[config.mk]
export PLATFORM = sky130hd
export DESIGN_NAME = keypad_scan_controller
export DESIGN_NICKNAME = d
export VERILOG_FILES = /design/src/rtl/keypad_pkg.sv /design/src/rtl/key_event_fifo.sv /design/src/rtl/keypad_scan_controller.sv
export SDC_FILE = /design/constraint.sdc
export NUM_CORES = 1
export LEC_CHECK = 0
export ABC_CLOCK_PERIOD_IN_PS = 6300
export BUFFER_PORTS_ARGS = -buffer_cell sky130_fd_sc_hd__buf_2
export CORE_MARGIN = 1
export CORE_UTILIZATION = 60
export DETAILED_ROUTE_END_ITERATION = 6
export PLACE_DENSITY_LB_ADDON = 0.15
export SLEW_MARGIN = 5
export SYNTH_ARGS = -nofsm -noshare
export SYNTH_HDL_FRONTEND = slang
export SYNTH_SLANG_ARGS = --single-unit
[constraint.sdc]
create_clock -name CLK -period 6.3 [get_ports CLK]
set_input_delay 0.315 -clock CLK [delete_from_list [all_inputs] [get_ports CLK]]
set_output_delay 0.315 -clock CLK [all_outputs]
set_load 0.01 [all_outputs]
[src/rtl/keypad_pkg.sv]
// Shared types and constants for the 4x4 keypad scanner.
package keypad_pkg;

  localparam int NUM_COLS   = 4;
  localparam int NUM_ROWS   = 4;
  localparam int NUM_KEYS   = 16;
  localparam int KEY_CODE_W = 4;
  localparam int EVENT_W    = KEY_CODE_W + 1;

  typedef enum logic [1:0] {
    ST_DRIVE  = 2'd0,
    ST_SAMPLE = 2'd1,
    ST_EVAL   = 2'd2,
    ST_GAP    = 2'd3
  } scan_state_t;

  function automatic logic [NUM_COLS-1:0] col_onehot(input logic [1:0] col);
    return 4'b0001 << col;
  endfunction

endpackage

[src/rtl/key_event_fifo.sv]
// Four-entry event queue; entries are {release, code}.
module key_event_fifo
  import keypad_pkg::*;
(
  input  logic               i_clk,
  input  logic               i_rst,
  input  logic               i_push,
  input  logic [EVENT_W-1:0] i_data,
  input  logic               i_pop,
  output logic [EVENT_W-1:0] o_data,
  output logic               o_full,
  output logic               o_empty,
  output logic               o_drop
);

  logic [EVENT_W-1:0] r_mem [0:3];
  logic [1:0]         r_wr_ptr;
  logic [1:0]         r_rd_ptr;
  logic [2:0]         r_count;
  logic               w_pop_ok;
  logic               w_push_ok;

  assign o_full    = (r_count == 3'd4);
  assign o_empty   = (r_count == 3'd0);
  // A pop against an empty queue is ignored; a pop frees room for a push when full.
  assign w_pop_ok  = i_pop && !o_empty;
  assign w_push_ok = i_push && (!o_full || w_pop_ok);
  assign o_drop    = i_push && !w_push_ok;
  assign o_data    = o_empty ? '0 : r_mem[r_rd_ptr];

  always_ff @(posedge i_clk or posedge i_rst) begin
    if (i_rst) begin
      r_wr_ptr <= '0;
      r_rd_ptr <= '0;
      r_count  <= '0;
    end else begin
      if (w_push_ok) r_wr_ptr <= r_wr_ptr + 2'd1;
      if (w_pop_ok)  r_rd_ptr <= r_rd_ptr + 2'd1;
      case ({w_push_ok, w_pop_ok})
        2'b10:   r_count <= r_count + 3'd1;
        2'b01:   r_count <= r_count - 3'd1;
        default: r_count <= r_count;
      endcase
    end
  end

  always_ff @(posedge i_clk) begin
    if (w_push_ok) r_mem[r_wr_ptr] <= i_data;
  end

endmodule

[src/rtl/keypad_scan_controller.sv]
// Column-scanning 4x4 keypad controller with per-key debounce and a press/release event queue.
module keypad_scan_controller
  import keypad_pkg::*;
#(
  parameter int SETTLE_CYCLES  = 4,
  parameter int DEBOUNCE_SCANS = 3
) (
  input  logic        CLK,
  input  logic        RST,
  input  logic [3:0]  IOIn,
  output logic [3:0]  IOOut,
  output logic        KEY_VALID,
  input  logic        KEY_READY,
  output logic [3:0]  KEY_CODE,
  output logic        KEY_RELEASE,
  output logic [15:0] KEYS_DOWN,
  output logic        OVERFLOW,
  output logic [1:0]  DBG_STATE
);

  // Handshake: an event transfers on a rising edge where KEY_VALID && KEY_READY;
  // the head (KEY_CODE/KEY_RELEASE) holds until that transfer.
  localparam logic [3:0] SETTLE_LAST = 4'(SETTLE_CYCLES - 1);
  localparam logic [2:0] DEB_TARGET  = 3'(DEBOUNCE_SCANS);

  scan_state_t        r_state;
  scan_state_t        w_next_state;
  logic [3:0]         r_settle;
  logic [1:0]         r_col;
  logic [3:0]         r_key;
  logic [15:0]        r_raw;
  logic [15:0]        r_stable;
  logic [2:0]         r_cnt [0:NUM_KEYS-1];
  logic               r_overflow;
  logic [3:0]         w_iout;
  logic               w_differ;
  logic [2:0]         w_cnt_inc;
  logic               w_flip;
  logic [EVENT_W-1:0] w_event;
  logic [EVENT_W-1:0] w_head;
  logic               w_full;
  logic               w_empty;
  logic               w_drop;

  always_ff @(posedge CLK or posedge RST) begin
    if (RST) r_state <= ST_DRIVE;
    else     r_state <= w_next_state;
  end

  always_comb begin
    w_next_state = r_state;
    w_iout       = '0;
    case (r_state)
      ST_DRIVE: begin
        w_iout = col_onehot(r_col);
        if (r_settle == SETTLE_LAST) w_next_state = ST_SAMPLE;
      end
      ST_SAMPLE: begin
        w_iout       = col_onehot(r_col);
        w_next_state = (r_col == 2'd3) ? ST_EVAL : ST_DRIVE;
      end
      ST_EVAL: begin
        if (r_key == 4'd15) w_next_state = ST_GAP;
      end
      ST_GAP: begin
        w_next_state = ST_DRIVE;
      end
      default: w_next_state = ST_DRIVE;
    endcase
  end

  // Debounce of the key currently under evaluation; the event carries the
  // old stable level as its release flag (old=1 means the key just opened).
  assign w_differ  = r_raw[r_key] != r_stable[r_key];
  assign w_cnt_inc = r_cnt[r_key] + 3'd1;
  assign w_flip    = (r_state == ST_EVAL) && w_differ && (w_cnt_inc == DEB_TARGET);
  assign w_event   = {r_stable[r_key], r_key};

  always_ff @(posedge CLK or posedge RST) begin
    if (RST) begin
      r_settle <= '0;
      r_col    <= '0;
      r_key    <= '0;
      r_raw    <= '0;
      r_stable <= '0;
      for (int i = 0; i < NUM_KEYS; i++) r_cnt[i] <= '0;
    end else begin
      case (r_state)
        ST_DRIVE: begin
          r_settle <= (r_settle == SETTLE_LAST) ? 4'd0 : r_settle + 4'd1;
        end
        ST_SAMPLE: begin
          r_raw[{r_col, 2'b00} +: NUM_ROWS] <= IOIn;
          r_col <= r_col + 2'd1;
          r_key <= '0;
        end
        ST_EVAL: begin
          r_key <= r_key + 4'd1;
          if (!w_differ) begin
            r_cnt[r_key] <= '0;
          end else if (w_flip) begin
            r_cnt[r_key]    <= '0;
            r_stable[r_key] <= ~r_stable[r_key];
          end else begin
            r_cnt[r_key] <= w_cnt_inc;
          end
        end
        ST_GAP: begin
          r_col    <= '0;
          r_settle <= '0;
        end
        default: ;
      endcase
    end
  end

  key_event_fifo u_fifo (
    .i_clk   (CLK),
    .i_rst   (RST),
    .i_push  (w_flip),
    .i_data  (w_event),
    .i_pop   (KEY_READY),
    .o_data  (w_head),
    .o_full  (w_full),
    .o_empty (w_empty),
    .o_drop  (w_drop)
  );

  always_ff @(posedge CLK or posedge RST) begin
    if (RST) r_overflow <= 1'b0;
    else     r_overflow <= r_overflow | w_drop;
  end

  // State resets to DRIVE/col 0, so the column drive is masked while reset is held.
  assign IOOut       = RST ? 4'b0000 : w_iout;
  assign KEY_VALID   = !w_empty;
  assign KEY_CODE    = w_head[KEY_CODE_W-1:0];
  assign KEY_RELEASE = w_head[KEY_CODE_W];
  assign KEYS_DOWN   = r_stable;
  assign OVERFLOW    = r_overflow;
  assign DBG_STATE   = r_state;

  logic w_unused;
  assign w_unused = w_full;

endmodule

==> results.md <==
- DP HPWL: 8.91 mm
- Crit path max-delay family: multiplexers
- Largest net degree at the start of global routing: 59
- Syn Nets: between 500 and 600
- Hold Path Class: primary input to flop
- Crit path time final: 4.31 ns
- Nets@finish: 562
- Post-synthesis sequential area ratio: 0.513
- Synth Instances: 507
- Row count: 36
- Drt drc: 0
- Detail Route Antenna Nets: 0
- Synth Area in XOR/XNOR: 0.0159
- Main combinational cell family by area after synthesis: multiplexers
- Max-slew violations: 0
- Critical-path maximum fanout: 26
- Synth area leaders: dfrtp_1 (41%), edfxtp_1 (9.9%), mux4_2 (9.3%), mux2_2 (4.7%), nand2_1 (4.4%)
- Netlist cell types: 50
- Max Root-Sink Buffers: 2
- Die height: 102 um
- Final Skew: between 0.009 and 0.01 ns
- Worst R2R Setup Slack: around 2 ns
- Worst setup EP type: flop
- PortBufs: 35
- Final Hold Fails: 0
- CTS Buf Count: 17
- CP Data Required Time: 6.71 ns
- Layout cell share with drive strength beyond 1: 0.228
- Avg Cell Area, Syn: ~12 um^2
- Most frequent cells in the layout: dfrtp_1 (100), nand2_1 (71), buf_2 (35)
- Area leader, netlist: dfrtp_1
- Post-Synth Simple-Gate Area: 0.119
- Setup violations, final: 0
- Max Fclk: 232 MHz
- Starting Density: 0.619
- Crit path max-delay cell type: dfrtp_1
- Depth of the CTS H-tree: 4
- CP startpoint kind: flop
- GRT Util Overall: 0.287
- Grt ovf: 0
- CTS tree: built
- First-pass GRT wire length: between 20 and 25 mm
- # IOs: 36
- RSZ-0062 raised after global routing: false
- Status: finished clean
- Max-cap violations: 0
- VDD IR max: 0.215 mV
- N_diodes: 0
- Worst-path clk slew: 0.05 ns
- Slew at the pin closest to its max-slew limit: 1.10 ns
- Gp weighted congestion: 0.785
- Worst-Skew Late Latency: around 0.53 ns
- Die ar.: 10500 um^2
- Multiplexer area fraction after synthesis: 0.160
- Setup TNS: 0 ns
- Area of the core: 9770 um^2
- Initial DRT Pass Iterations: 5
- Final Power: 1830 uW
- Top-area cell type share of the netlist area: 0.413
- WL/cell: 19.5 um
- Vias in the first global route: 4223
- Initial antenna violation count: 0
- Synth Area in Compound Gates: 0.111
- # clock sinks: 120
- Critical path type: flop to flop
- Most common cell after layout, fill and taps aside: dfrtp_1
- Arrival time worst endpoint: 4.71 ns
- Final WL: about 13 mm
- Adder-cell area share of the yosys netlist: 0.0467
- Via Count: roughly 4200
- Cell mode on critical path: mux4_2
- Power per cell area: 270 nW/um^2
- Seq cells post-synth: 120
- Slew HR: 0.269
- Fin crit share: 0.684
- Layout Utilization: 0.696
- Resized Gates After CTS: 0
- Syn Std Cell Area: 6050 um^2
- DIE WIDTH: 102 um
- Root Driver: clkbuf_8
- Yosys warns: 0
- CP peak stage delay: 0.96 ns
- DR iter-0 viols: 264
- Vias per cell: just over 6
- Critical Path, Cell by Cell: buf_4 -> mux4_2 -> mux4_2 -> ha_1 -> xor2_4 -> o21ai_2 -> nor2_1 -> mux2_2
- Layout area overhead: 12.3%
- LEAKAGE: about 0.0030 uW
- WP buf/inv: 1
[cells by family (layout without fill, tap and decap cells)]
logic type / Yosys count / count (layout)
muxes: 61 / 61
AOI/OAI and AO/OA: 97 / 97
buffers and inverters: 49 / 87
and+or+nand+nor: 150 / 150
DFF: 120 / 120
xor gates and xnor gates: 8 / 8
adders and majority gates: 22 / 22
[power breakdown]
part | internal, uW | switching (uW)
Clock | 519 | 314
Sequential | 813 | 40.2
Combinational | 65.1 | 81.2
[metrics by stage]
stage / hold slack (ns) / std cells / setup slack, ns / cell area [um^2]
floorplan: 0.443 / 507 / 1.91 / 6050
global placement: 0.407 / 646 / 2.10 / 6280
detailed placement: 0.413 / 646 / 1.98 / 6280
CTS: 0.0600 / 678 / 1.97 / 6800
global route: 0.0701 / 678 / 1.67 / 6800
finish: 0.0754 / 678 / 1.99 / 6800
[worst reg2reg max path, cell delays in order, from the launching register on]
cell and delay (ns):
dfrtp_1 0.96, buf_4 0.34, mux4_2 0.51, mux4_2 0.48
ha_1 0.26, xor2_4 0.23, o21ai_2 0.88, nor2_1 0.19
mux2_2 0.33
[metal layers]
layer / up-vias / GRT usage / routed length [um]
li1: 1940 / - / -
met1: 2145 / 0.380 / 5900
met2: 113 / 0.457 / 6500
met3: 19 / 0.0725 / 609
met4: 0 / 0.111 / 226
met5: - / 0 / 0
[path summary, 6_finish.rpt]
path / start / endpoint / cells after the start
worst max-delay path: r_key[0] / r_cnt[42] / 8
worst min-delay path: IOIn[1] / r_raw[9] / 3
worst max register to register: r_key[0] / r_cnt[42] / 8
worst min register to register: r_cnt[3] / r_cnt[3] / 2
max in group asynchronous: RST / r_cnt[30] / 4
min in group asynchronous: RST / r_col[1] / 3
[cells in the mapped netlist (all sizes together)]
cell type,n
dfrtp,100
nand2,71
o21ai,26
o31ai,26
clkbuf,25
mux2,25
mux4,25
nand3,25
ha,21
edfxtp,20
a31oi,16
inv,16
a41oi,15
nor2,13
and2,12
mux2i,11
and3,8
buf,8
xnor2,5
a22o,4
nand3b,4
nor3,4
a22oi,3
xor2,3
nor2b,2
nor3b,2
o221ai,2
or2,2
or4,2
a21boi,1
a21oi,1
a221oi,1
fa,1
nand2b,1
nand4,1
nand4b,1
o211ai,1
o22a,1
or3,1
or3b,1
[area by class of cell]
cell class              count  area (um^2)
inverters                  16         62.6
fillers                   701         2980
multi-input cells         338         2740
well taps                 133          166
repair buffers             40          215
clock inverters             4         20.0
clock buffers              27          492
flip-flops and latches    120         3100
[flip-flops by register name, indices dropped and copies added (netlist names), named ones only]
name and count:
DBG_STATE 1, KEYS_DOWN 16, OVERFLOW 1, r_cnt 48, r_col 2, r_key 4, r_raw 16, r_settle 4
u_fifo.r_count 3, u_fifo.r_mem 20, u_fifo.r_rd_ptr 2, u_fifo.r_wr_ptr 2
[timing repair]
item	4_1_cts	5_1_grt
hold buffers	1	0
hold endpoints to repair	42	0
buffers inserted	0	0
No activity file was read; power rests on OpenSTA's default activity.
